## src/rtl/wb_bram_arbiter_pkg.sv

```systemverilog
// wb_bram_arbiter_pkg: shared types for the block RAM arbiter (FSM states, master index, watchdog width)
package wb_bram_arbiter_pkg;
  typedef enum logic [1:0] {IDLE, REQ, WAIT} state_t;
  typedef logic mst_t;
  localparam int CNT_W = 8;
endpackage

```

## src/rtl/wb_bram_arbiter_if.sv

```systemverilog
// wb_bram_arbiter_if: one Wishbone-pipelined link (master drives request, slave returns stall/ack/err/data)
interface wb_bram_arbiter_if #(parameter int XLEN = 32, parameter int SELW = 3);
  logic            stb, we, stall, ack, err;
  logic [SELW-1:0] sel;
  logic [XLEN-1:0] addr, wdata, rdata;
  modport master (output stb, we, sel, addr, wdata, input stall, ack, err, rdata);
  modport slave  (input stb, we, sel, addr, wdata, output stall, ack, err, rdata);
endinterface

```

## src/rtl/wb_bram_arbiter_select.sv

```systemverilog
// wb_arb_select: grant policy; fixed m0 priority, or round-robin when WB_ARB_ROUND_ROBIN_EN is defined
module wb_arb_select
  import wb_bram_arbiter_pkg::*;
(
  input  logic stb0_i,
  input  logic stb1_i,
`ifdef WB_ARB_ROUND_ROBIN_EN
  input  mst_t last_i,
`endif
  output logic any_o,
  output mst_t gnt_o
);
  // a lone requester always wins; a tie goes to m0 or to the master not served last
  always_comb begin
    any_o = stb0_i | stb1_i;
`ifdef WB_ARB_ROUND_ROBIN_EN
    gnt_o = (stb0_i && stb1_i) ? mst_t'(~last_i) : mst_t'(~stb0_i);
`else
    gnt_o = mst_t'(~stb0_i);
`endif
  end
endmodule

```

## src/rtl/wb_bram_arbiter.sv

```systemverilog
// wb_bram_arbiter: shares one block RAM between two Wishbone masters with a watchdog; policy via WB_ARB_ROUND_ROBIN_EN
module wb_bram_arbiter
  import wb_bram_arbiter_pkg::*;
#(
  parameter int XLEN    = 32,
  parameter int SELW    = 3,
  parameter int TIMEOUT = 15
) (
  input logic                   i_clk,
  input logic                   i_reset_n,
  wb_bram_arbiter_if.slave      m0,
  wb_bram_arbiter_if.slave      m1,
  wb_bram_arbiter_if.master     s
);
  state_t           state_q;
  mst_t             gnt_q, win;
  logic             any, stb_q, we_q, done, expire;
  logic [SELW-1:0]  sel_q;
  logic [XLEN-1:0]  addr_q, data_q, rd0_q, rd1_q;
  logic [1:0]       ack_q, err_q;
  logic [CNT_W-1:0] cnt_q;
`ifdef WB_ARB_ROUND_ROBIN_EN
  mst_t             last_q;
`endif

  wb_arb_select u_sel (
    .stb0_i (m0.stb),
    .stb1_i (m1.stb),
`ifdef WB_ARB_ROUND_ROBIN_EN
    .last_i (last_q),
`endif
    .any_o  (any),
    .gnt_o  (win)
  );

  // completion needs the RAM to have taken the strobe; ack beats a simultaneous expiry
  always_comb begin
    done   = s.ack && (state_q == WAIT || (state_q == REQ && !s.stall));
    expire = cnt_q == CNT_W'(TIMEOUT - 1);
  end

  // request FSM: accept and latch in IDLE, present in REQ, await ack in WAIT, watchdog abort
  always_ff @(posedge i_clk or negedge i_reset_n) begin
    if (!i_reset_n) begin
      state_q <= IDLE;
      gnt_q   <= 1'b0;
      stb_q   <= 1'b0;
      we_q    <= 1'b0;
      sel_q   <= '0;
      addr_q  <= '0;
      data_q  <= '0;
      rd0_q   <= '0;
      rd1_q   <= '0;
      ack_q   <= '0;
      err_q   <= '0;
      cnt_q   <= '0;
`ifdef WB_ARB_ROUND_ROBIN_EN
      last_q  <= 1'b1;
`endif
    end else begin
      ack_q <= '0;
      err_q <= '0;
      case (state_q)
        IDLE: if (any) begin
          state_q <= REQ;
          stb_q   <= 1'b1;
          gnt_q   <= win;
          cnt_q   <= '0;
          we_q    <= win ? m1.we : m0.we;
          sel_q   <= win ? m1.sel : m0.sel;
          addr_q  <= win ? m1.addr : m0.addr;
          data_q  <= win ? m1.wdata : m0.wdata;
`ifdef WB_ARB_ROUND_ROBIN_EN
          last_q  <= win;
`endif
        end
        REQ, WAIT: begin
          cnt_q <= cnt_q + 1'b1;
          if (done) begin
            state_q      <= IDLE;
            stb_q        <= 1'b0;
            ack_q[gnt_q] <= 1'b1;
            if (gnt_q) rd1_q <= s.rdata;
            else rd0_q <= s.rdata;
          end else if (expire) begin
            state_q      <= IDLE;
            stb_q        <= 1'b0;
            err_q[gnt_q] <= 1'b1;
          end else if (state_q == REQ && !s.stall) begin
            state_q <= WAIT;
            stb_q   <= 1'b0;
          end
        end
        default: state_q <= IDLE;
      endcase
    end
  end

  // only the IDLE-state winner sees stall low; everything stalls while in reset
  always_comb begin
    m0.stall = !(i_reset_n && state_q == IDLE && any && win == 1'b0);
    m1.stall = !(i_reset_n && state_q == IDLE && any && win == 1'b1);
    m0.ack   = ack_q[0];
    m1.ack   = ack_q[1];
    m0.err   = err_q[0];
    m1.err   = err_q[1];
    m0.rdata = rd0_q;
    m1.rdata = rd1_q;
    s.stb    = stb_q;
    s.we     = we_q;
    s.sel    = sel_q;
    s.addr   = addr_q;
    s.wdata  = data_q;
  end
endmodule

```

## src/flat_wrapper.sv

```systemverilog
// flat-port wrapper written by rule: the top's interface ports become plain ports
module wb_bram_arbiter_flat import wb_bram_arbiter_pkg::*;
#(
  parameter int XLEN    = 32,
  parameter int SELW    = 3,
  parameter int TIMEOUT = 15
)
  (i_clk, i_reset_n, m0_stb, m0_we, m0_sel, m0_addr, m0_wdata, m0_stall, m0_ack, m0_err, m0_rdata, m1_stb, m1_we, m1_sel, m1_addr, m1_wdata, m1_stall, m1_ack, m1_err, m1_rdata, s_stb, s_we, s_sel, s_addr, s_wdata, s_stall, s_ack, s_err, s_rdata);
  wb_bram_arbiter_if #(.XLEN(XLEN), .SELW(SELW)) m0_i ();
  wb_bram_arbiter_if #(.XLEN(XLEN), .SELW(SELW)) m1_i ();
  wb_bram_arbiter_if #(.XLEN(XLEN), .SELW(SELW)) s_i ();
  input logic i_clk;
  input logic i_reset_n;
  input wire logic [$bits(m0_i.stb)-1:0] m0_stb;
  input wire logic [$bits(m0_i.we)-1:0] m0_we;
  input wire logic [$bits(m0_i.sel)-1:0] m0_sel;
  input wire logic [$bits(m0_i.addr)-1:0] m0_addr;
  input wire logic [$bits(m0_i.wdata)-1:0] m0_wdata;
  output wire logic [$bits(m0_i.stall)-1:0] m0_stall;
  output wire logic [$bits(m0_i.ack)-1:0] m0_ack;
  output wire logic [$bits(m0_i.err)-1:0] m0_err;
  output wire logic [$bits(m0_i.rdata)-1:0] m0_rdata;
  input wire logic [$bits(m1_i.stb)-1:0] m1_stb;
  input wire logic [$bits(m1_i.we)-1:0] m1_we;
  input wire logic [$bits(m1_i.sel)-1:0] m1_sel;
  input wire logic [$bits(m1_i.addr)-1:0] m1_addr;
  input wire logic [$bits(m1_i.wdata)-1:0] m1_wdata;
  output wire logic [$bits(m1_i.stall)-1:0] m1_stall;
  output wire logic [$bits(m1_i.ack)-1:0] m1_ack;
  output wire logic [$bits(m1_i.err)-1:0] m1_err;
  output wire logic [$bits(m1_i.rdata)-1:0] m1_rdata;
  output wire logic [$bits(s_i.stb)-1:0] s_stb;
  output wire logic [$bits(s_i.we)-1:0] s_we;
  output wire logic [$bits(s_i.sel)-1:0] s_sel;
  output wire logic [$bits(s_i.addr)-1:0] s_addr;
  output wire logic [$bits(s_i.wdata)-1:0] s_wdata;
  input wire logic [$bits(s_i.stall)-1:0] s_stall;
  input wire logic [$bits(s_i.ack)-1:0] s_ack;
  input wire logic [$bits(s_i.err)-1:0] s_err;
  input wire logic [$bits(s_i.rdata)-1:0] s_rdata;
  assign m0_i.stb = m0_stb;
  assign m0_i.we = m0_we;
  assign m0_i.sel = m0_sel;
  assign m0_i.addr = m0_addr;
  assign m0_i.wdata = m0_wdata;
  assign m0_stall = m0_i.stall;
  assign m0_ack = m0_i.ack;
  assign m0_err = m0_i.err;
  assign m0_rdata = m0_i.rdata;
  assign m1_i.stb = m1_stb;
  assign m1_i.we = m1_we;
  assign m1_i.sel = m1_sel;
  assign m1_i.addr = m1_addr;
  assign m1_i.wdata = m1_wdata;
  assign m1_stall = m1_i.stall;
  assign m1_ack = m1_i.ack;
  assign m1_err = m1_i.err;
  assign m1_rdata = m1_i.rdata;
  assign s_stb = s_i.stb;
  assign s_we = s_i.we;
  assign s_sel = s_i.sel;
  assign s_addr = s_i.addr;
  assign s_wdata = s_i.wdata;
  assign s_i.stall = s_stall;
  assign s_i.ack = s_ack;
  assign s_i.err = s_err;
  assign s_i.rdata = s_rdata;
  wb_bram_arbiter #(.XLEN(XLEN), .SELW(SELW), .TIMEOUT(TIMEOUT)) u_core (.i_clk(i_clk), .i_reset_n(i_reset_n), .m0(m0_i), .m1(m1_i), .s(s_i));
endmodule
```

## config.mk

```make
export PLATFORM = sky130hd
export DESIGN_NAME = wb_bram_arbiter_flat
export DESIGN_NICKNAME = d
export VERILOG_FILES = /design/src/rtl/wb_bram_arbiter_pkg.sv /design/src/rtl/wb_bram_arbiter_if.sv /design/src/rtl/wb_bram_arbiter_select.sv /design/src/rtl/wb_bram_arbiter.sv /design/src/flat_wrapper.sv
export SDC_FILE = /design/constraint.sdc
export NUM_CORES = 1
export LEC_CHECK = 0
export ABC_CLOCK_PERIOD_IN_PS = 2200
export CAP_MARGIN = 20
export CORE_MARGIN = 10
export CORE_UTILIZATION = 41
export CTS_CLUSTER_DIAMETER = 150
export DETAILED_ROUTE_END_ITERATION = 6
export PLACE_DENSITY = 0.92
export SYNTH_ARGS = -nofsm -noshare
export SYNTH_HDL_FRONTEND = slang
export SYNTH_SLANG_ARGS = --single-unit
```

## constraint.sdc

```tcl
create_clock -name i_clk -period 2.2 [get_ports i_clk]
set_clock_uncertainty 0.1 [all_clocks]
set_input_delay 0.66 -clock i_clk [delete_from_list [all_inputs] [get_ports i_clk]]
set_output_delay 0.66 -clock i_clk [all_outputs]
set_load 0.05 [all_outputs]
```

# Yosys cells after proc, flatten, opt, wreduce, memory -nomap -nowiden
# Cells that the tools add are included.
[word_totals] output_inout_bits=139 regBits=148 input_bits=175 wordCells=66
[classes] addsub=1 bitwise=3 reduce_logical=20 magnitude_cmp=2 mux=23 n_eq_ne=5
[op_table] cell="$mux 32" n=2
[op_table] cell="$mux 2" n=9
[op_table] cell="$pmux 8 s2" n=1
[op_table] cell="$reduce_and 3->1" n=3
[op_table] cell="$add 8x1->8 const B" n=1
[op_table] cell="$eq 8x4->1 const B" n=1
[op_table] cell="$mux 8" n=1
[op_table] cell="$logic_and 1x1->1" n=7
[op_table] cell="$mux 1" n=6
[op_table] cell="$reduce_and 2->1" n=3
[op_table] cell="$ne 4x1->1 const B" n=1
[op_table] cell="$pmux 2 s2" n=1
[op_table] cell="$logic_not 1->1" n=3
[op_table] cell="$mux 3" n=1
[op_table] cell="$eq 2x1->1 const B" n=1
[op_table] cell="$eq 2x2->1 const B" n=1
[op_table] cell="$logic_not 2->1" n=1
[op_table] cell="$lt 1x2->1 const B" n=1
[op_table] cell="$ne 2x1->1 const B" n=1
[op_table] cell="$not 1->1" n=2
[op_table] cell="$pmux 1 s2" n=1
[op_table] cell="$reduce_bool 2->1" n=1
[op_table] cell="$reduce_or 2->1" n=1
[op_table] cell="$demux 1 s1" n=1
[op_table] cell="3 further kinds" n=3

# Logic depth before layout (Yosys ltp)
# Gate-level depths: netlist (run 1).
[depth] word_depth=7 depth_mapped=8 ltp_nobuf=6

# By module
# Synthesis (run 1) repeated with hierarchy kept, for this count alone.
[unflattened] cells_unflattened=529 area_unflattened_um2=6653.9
[by_module_without_submodules] mod="wb_bram_arbiter" area_per_inst_um2=6643.9 instances=1 cells_each=527 seq_area_each_um2=3703.6
[by_module_without_submodules] mod="wb_arb_select" area_per_inst_um2=10.0 instances=1 cells_each=2 seq_area_each_um2=0.0

# Worst setup path before layout (run 1)
# OpenSTA, ideal clock, no wires.
[synth_path] kind="input to output" startpoint="input m0_stb" endpoint="output m0_stall" t_arrival_ps=1701 path_slack_ps=-261 stages=3 n_path_buf=2 required_ps=1440 cell_sequence="buf_4 clkbuf_1 nand3_1"
[synth_via] elab_chain_len=4
[synth_lines] item="start, declared" line="flat_wrapper.sv:14" source="input wire logic [$bits(m0_i.stb)-1:0] m0_stb;"
[synth_lines] item="$or 1x1->1" line="wb_bram_arbiter_select.sv:15" source="any_o = stb0_i | stb1_i;"
[synth_lines] item="$logic_and 1x1->1" line="wb_bram_arbiter.sv:101" source="m0.stall = !(i_reset_n && state_q == IDLE && any && win == 1'b0);"
[synth_lines] item="$logic_and 1x1->1 (*)" line="wb_bram_arbiter.sv:101"
[synth_lines] item="$logic_not 1->1 (*)" line="wb_bram_arbiter.sv:101"
[synth_lines] item="end, declared" line="flat_wrapper.sv:19" source="output wire logic [$bits(m0_i.stall)-1:0] m0_stall;"
# Mark *: on every way between the ends. The rest lies on a longest branch, timed or not.

# Final worst setup path (run 1)
[layout_path] startpoint="register u_core.state_q[1]" endpoint="output m1_stall"
[layout_via] elab_chain_len=5
[layout_lines] item="start, declared" line="wb_bram_arbiter.sv:15" source="state_t state_q;"
[layout_lines] item="start signal, assigned" line="wb_bram_arbiter.sv:45" source="state_q <= IDLE;"
[layout_lines] item="start signal, assigned" line="wb_bram_arbiter.sv:65" source="state_q <= REQ;"
[layout_lines] item="start signal, assigned" line="wb_bram_arbiter.sv:80" source="state_q <= IDLE;"
[layout_lines] item="$logic_not 2->1" line="wb_bram_arbiter.sv:102" source="m1.stall = !(i_reset_n && state_q == IDLE && any && win == 1'b1);"
[layout_lines] item="$logic_and 1x1->1 (3 in series)" line="wb_bram_arbiter.sv:102"
[layout_lines] item="$logic_not 1->1" line="wb_bram_arbiter.sv:102"
[layout_lines] item="end, declared" line="flat_wrapper.sv:28" source="output wire logic [$bits(m1_i.stall)-1:0] m1_stall;"
# No other way between the ends.

==> results of run 1 <==
==> sequential cells by signal (all words and copies together), names as in the netlist, 2 cells and up <==
| signal | flops |
|---|---|
| u_core.s.wdata | 32 |
| u_core.cnt_q | 8 |
| u_core.err_q | 2 |
| u_core.ack_q | 2 |
| u_core.m0.rdata | 32 |
| u_core.s.addr | 32 |
| u_core.m1.rdata | 32 |
| u_core.s.sel | 3 |
| u_core.state_q | 2 |
==> layout make-up <==
| class | count | area share [%] |
|---|---|---|
| Multi-Input combinational cell | 335 | 24.7 |
| Inverter | 7 | 0.258 |
| Timing Repair Buffer | 343 | 30.6 |
| Clock buffer | 17 | 4.17 |
| Clock inverter | 15 | 1.66 |
| Sequential cell | 148 | 36.3 |
| Tap cell | 188 | 2.31 |
==> per-stage QoR <==
step	TNS (ps)	utilization [%]
floorplan	-53.4	-
global placement	-9030	62.8
detailed placement	-10450	62.8
CTS	0	67.1
global route	-33.3	67.1
finish	0	67.1
==> worst max-delay path: stages, from the launching register on <==
cell	delay, ps
dfrtp_1	390
inv_2	90
ha_4	150
nand4b_1	150
buf_12	190
==> how the worst max path moves through the flow <==
stage	startpoint	end	slack, ps	depth (start not counted)
global route	u_core.state_q[1]	m1_stall	-30	4
detailed placement	s_stall	u_core.m1.rdata[15]	-200	6
CTS	u_core.state_q[1]	m1_stall	10	4
global placement	m1_stb	u_core.cnt_q[3]	-160	5
floorplan	m0_stb	m1_stall	-50	3
finish	u_core.state_q[1]	m1_stall	50	4
==> per-layer routing <==
layer / share of wire (%) / track usage [%] / vias up
li1: - / - / 2503
met4: 1.9 / 6.38 / 2
met1: 38 / 20.6 / 2371
met5: 0.10 / 0 / -
met3: 11 / 8.63 / 27
met2: 49 / 31.7 / 242
==> cells by family after synthesis <==
logic type                 count (synthesis)  synth area share [%]
DFF                                      148                  58.4
muxes                                    132                  22.1
and+or+nand+nor                          107                  7.62
AOI/OAI and AO/OA                         90                  8.00
buffers and inverters                     40                  2.65
adders and majority gates                  6                  1.18
==> cells in the mapped netlist (2+ instances only) <==
| master | number | area [µm²] |
|---|---|---|
| ha_1 | 6 | 75.1 |
| inv_1 | 5 | 18.8 |
| dfrtp_1 | 148 | 3700 |
| mux2_2 | 4 | 45.0 |
| nand2_1 | 77 | 289 |
| buf_1 | 3 | 11.3 |
| nand2b_1 | 2 | 12.5 |
| inv_2 | 2 | 7.51 |
| mux2i_1 | 68 | 681 |
| a22o_1 | 2 | 17.5 |
| buf_2 | 11 | 55.1 |
| and2_1 | 2 | 12.5 |
| nand3_1 | 7 | 35.0 |
| o21ai_0 | 3 | 15.0 |
| o21ai_1 | 75 | 375 |
| clkbuf_1 | 18 | 67.6 |
| o2111ai_2 | 2 | 30.0 |
| mux2_1 | 60 | 676 |
| nor2_1 | 4 | 15.0 |
==> repair_timing <==
item                       CTS  global route
hold endpoints to repair     3             0
pin swaps                    2             1
resized for setup            5             0
setup endpoints to repair    2             1
hold buffers                 1             0
buffers inserted             4             0
==> power by group through the flow <==
stage / sequential, mW / combinational [mW] / clock, mW
floorplan: 8.69 / 1.66 / 0
CTS: 4.65 / 9.25 / 2.97
global route: 4.81 / 9.58 / 3.10
detailed placement: 4.69 / 9.16 / 0
global placement: 4.60 / 8.97 / 0
finish: 4.64 / 9.13 / 2.89
==> results by group, run 1 <==
Outcome
  – Status: completed

Detailed routing
  – DRC Markers: 0
  – Post-route ant nets: 0
  – DR WL/cell: 19.1 µm
  – DRT iter0 DRCs: 176
  – DRT Pass-1 Iters: 4
  – Via Count: 5145
  – Post-Route WL: 20.1 mm
  – DR vias/cell: 4.89

Cells and area
  – Antenna Cells: 0
  – Design area: 10200 µm²
  – FF/Latch Area: 3700 µm²
  – Most common cell after layout, fill and taps aside: clkdlybuf4s50_1
  – Area Growth Syn to Fin: 60.9%
  – Commonest non-fill, non-tap cells in the layout: 170 x clkdlybuf4s50_1, 161 x buf_4, 148 x dfrtp_1
  – Fin cells: 1053
  – Layout cell share with drive strength beyond 1: 25.2%
  – Area of the multi-input gates: 2520 µm²
  – Final nets: 1033
  – Fillers: 1133

Worst setup path
  – Startpoint types: flip-flop
  – Worst-case reg-to-reg path depth: 8
  – CP Max Fanout: 3
  – Required @ worst endpoint: 1440 ps
  – FF-to-FF Start: u_core.state_q[1]
  – FF-to-FF setup slack: 110 ps
  – Critical path arrival: 1390 ps
  – Reg2reg end: u_core.m1.rdata[15]
  – CP Capture Type: output pin
  – CP Class: reg -> out

Yosys
  – Mapped Nets: 704
  – Yosys reg bits: 148
  – Ys flop type: dfrtp_1
  – Synth async-reset ratio: 100%
  – Synth Cell Area: 6340 µm²
  – Syn_area_per_cell: 12.1 µm²
  – Synthesis Warnings: 0
  – Seq/Total Area, Yosys: 58.4%
  – Unique cell type count in the Yosys netlist: 43
  – Post-synth EDFFs: 0
  – Mapped Cells: 523

Global route
  – Largest net degree at the start of global routing: 146
  – First-pass GRT wire length: 30.2 mm
  – Remaining Overflow, GRT: 0
  – Total global routing track utilization: 18.8%
  – Initial antenna violation count: 1
  – Number of global-route vias before repair: 5602

Timing
  – Worst hold slack: 214 ps
  – Max_slew headroom: 45.4%
  – Fmax: 0.465 GHz
  – Hold Vio Cnt, Final: 0
  – Slew @ Worst Pin: 820 ps
  – Setup violations, final: 0
  – Count of pins over their slew limit: 0
  – Final WS setup: 47.5 ps
  – Final Critical Period: 2150 ps
  – RSZ-0062 raised after global routing: true
  – Final period util: 97.8%

CTS
  – CTS Buf Count: 17
  – Root buffer cell: clkbuf_16
  – CTS H-tree lvls: 4
  – Worst-Skew Late Latency: 410 ps
  – CTS clk-pin slew, worst paths: 60 ps
  – Clk sink count: 148
  – CTS tree: built
  – Deepest clock path buffer count: 2

Placement
  – Gpl congestion: 0.796
  – DP HPWL: 16.2 mm
  – Placed cells: 1016
  – Area after DPL: 9550 µm²
  – Placement Setup Slack: -198 ps
  – I/O Buffers: 312

Run
  – Max_cap viols: 0

Power
  – Combinational Power Share: 54.8%
  – NetSw: 8.08 mW
  – Total Power: 16.7 mW
  – PwrDens: 1630 nW/µm²
  – Pint: 8.58 mW
  – Flop pwr share: 27.8%
  – Peak VDD IR: 0.806 mV
  – Switch share: 48.5%
  – Clock power frac: 17.4%
  – LEAKAGE: 4.87 nW

Floorplanning
  – Rows: 45
  – Die Wd: 144 µm
  – Chip height: 144 µm
  – I/O pin total: 314
  – Starting Density: 41.7%
  – Core ar.: 15200 µm²
  – Total Die Area: 20800 µm²

Hold path
  – Min-Delay Path Class: in -> async
Note: power is estimated with default switching activity, not from simulation.
==> run 2: changes to the inputs <==
--- a/config.mk
+++ b/config.mk
@@ -7,6 +7,7 @@
 export LEC_CHECK = 0
 export ABC_CLOCK_PERIOD_IN_PS = 2200
 export CAP_MARGIN = 20
+export CORE_ASPECT_RATIO = 1.75
 export CORE_MARGIN = 10
 export CORE_UTILIZATION = 41
 export CTS_CLUSTER_DIAMETER = 150
==> run 2 against run 1 <==
  * Routed wire length decreased by 0.73%
  * Die area is 0.94% higher
  * Flip-flop and latch count unchanged
  * Clock power is 6% lower
  * Cell area decreased by 0.59%
  * Cell count is 0.38% lower
  * Critical path depth unchanged
  * Utilization is 0.89 points lower
  * Combinational power barely moved
  * Sequential share of layout area up 0.22 points
  * Critical path type unchanged
  * Largest cell class unchanged
  * Highest routed layer is now met4
==> results by group, run 2 (synthesis results as in run 1) <==
Cells and area
  – Final nets: 1032
  – Fillers: 1145
  – Most common cell after layout, fill and taps aside: clkdlybuf4s50_1
  – Final Util: 66.2%
  – Antenna Cells: 0
  – Area Growth Syn to Fin: 60.0%
  – Area of the multi-input gates: 2520 µm²
  – Design area: 10100 µm²
  – FF/Latch Area: 3700 µm²
  – Layout cell share with drive strength beyond 1: 25.0%
  – Commonest non-fill, non-tap cells in the layout: 170 x clkdlybuf4s50_1, 160 x buf_4, 148 x dfrtp_1
  – Fin cells: 1049

CTS
  – Root buffer cell: clkbuf_16
  – Worst-Skew Late Latency: 420 ps
  – Deepest clock path buffer count: 2
  – CTS Buf Count: 17
  – Clk sink count: 148
  – CTS clk-pin slew, worst paths: 70 ps
  – CTS H-tree lvls: 4
  – CTS tree: built

Timing
  – Final WS setup: 46.2 ps
  – RSZ-0062 raised after global routing: true
  – Max_slew headroom: 48.4%
  – Final Critical Period: 2150 ps
  – Setup violations, final: 0
  – Hold Vio Cnt, Final: 0
  – Final period util: 97.9%
  – Slew @ Worst Pin: 774 ps
  – Fmax: 0.464 GHz
  – Count of pins over their slew limit: 0

Worst setup path
  – Required @ worst endpoint: 1440 ps
  – FF-to-FF Start: u_core.state_q[1]
  – CP Max Fanout: 3
  – CP Class: reg -> out
  – Worst-case reg-to-reg path depth: 8
  – Critical path arrival: 1390 ps
  – Startpoint types: flip-flop
  – CP Capture Type: output pin
  – FF-to-FF setup slack: 100 ps
  – Critical path startpoint: u_core.state_q[1]
  – Reg2reg end: u_core.m1.rdata[30]

Floorplanning
  – Starting Density: 41.4%
  – Chip height: 184 µm
  – I/O pin total: 314
  – Rows: 60
  – Core ar.: 15300 µm²
  – Die Wd: 114 µm
  – Total Die Area: 21000 µm²

Placement
  – Placement Setup Slack: -174 ps
  – Placed cells: 1013
  – Gpl congestion: 0.891
  – Area after DPL: 9540 µm²
  – I/O Buffers: 312
  – DP HPWL: 15.8 mm

Global route
  – Initial antenna violation count: 0
  – Remaining Overflow, GRT: 0
  – Number of global-route vias before repair: 5689
  – Largest net degree at the start of global routing: 147
  – First-pass GRT wire length: 30.9 mm
  – Total global routing track utilization: 18.7%

Detailed routing
  – DRT iter0 DRCs: 174
  – Post-route ant nets: 0
  – Post-Route WL: 19.9 mm
  – DR WL/cell: 19.0 µm
  – Via Count: 5187
  – DRT Pass-1 Iters: 4
  – DR vias/cell: 4.94
  – DRC Markers: 0

Outcome
  – Status: completed

Run
  – Max_cap viols: 0

Power
  – Total Power: 16.4 mW
  – PwrDens: 1620 nW/µm²
  – Peak VDD IR: 0.860 mV
  – LEAKAGE: 4.84 nW

Hold path
  – Min-Delay Path Class: in -> async
-- run 2: changes by cell type in the layout (fill, tap and decap cells not counted), sizes merged --
cell	delta
clkinvlp	+2
bufinv	-2
clkinv	-1
buf	-1
-- run 2: per-layer routing --
| layer | GRT usage, % | routed length [µm] | up-vias |
|---|---|---|---|
| li1 | - | - | 2482 |
| met1 | 20.2 | 7330 | 2464 |
| met2 | 32.3 | 10500 | 213 |
| met3 | 6.48 | 1560 | 28 |
| met4 | 7.35 | 488 | 0 |
| met5 | 0 | 0 | - |
-- run 2: how the worst max path moves through the flow --
stage               cells past startpoint                  end  slack (ps)
floorplan                               3             m1_stall         -50
global placement                        3             m1_stall        -170
detailed placement                      6  u_core.m0.rdata[28]        -170
CTS                                     4             m1_stall          10
global route                            4             m1_stall         -20
finish                                  4             m1_stall          50
-- run 2: cell type report --
class | count | share of cell area (%)
Sequential cell | 148 | 36.5
Tap cell | 186 | 2.30
Clock buffer | 17 | 4.20
Timing Repair Buffer | 342 | 30.7
Multi-Input combinational cell | 335 | 24.8
Inverter | 7 | 0.259
Clock inverter | 14 | 1.17
-- run 2: what timing repair did --
| action | 4_1_cts | 5_1_grt |
|---|---|---|
| endpoints found under the hold margin | 2 | 0 |
| buffers inserted | 4 | 1 |
| endpoints found under the setup margin | 2 | 1 |
| gates resized for setup | 5 | 0 |
| hold buffers | 1 | 0 |
| pin swaps | 1 | 1 |
-- run 2: where the power goes --
group | leakage [nW] | internal, mW | switching (mW)
sequential | 1.84 | 3.94 | 0.671
combinational | 2.74 | 2.93 | 6.17
clock | 0.258 | 1.47 | 1.24
total | 4.84 | 8.34 | 8.08
-- run 2: stage by stage --
step,hold slack (ps),setup TNS (ps)
after detailed placement,357,-10620
after CTS,343,0
after floorplan,264,-53.4
after global routing,368,-20.3
final,286,0
after global placement,355,-8960
-- run 2: critical path: stages, from the launching register on --
cell,delay (ps)
dfrtp_1,400
inv_2,90
ha_4,160
nand4b_1,140
buf_12,190
==> run 3: changes to the inputs <==
--- a/config.mk
+++ b/config.mk
@@ -11,6 +11,7 @@
 export CORE_MARGIN = 10
 export CORE_UTILIZATION = 41
 export CTS_CLUSTER_DIAMETER = 150
+export CTS_CLUSTER_SIZE = 28
 export DETAILED_ROUTE_END_ITERATION = 6
 export PLACE_DENSITY = 0.92
 export SYNTH_ARGS = -nofsm -noshare
==> results of run 3 <==
The final DEF is identical to that of run 2; final timing and power are the same.
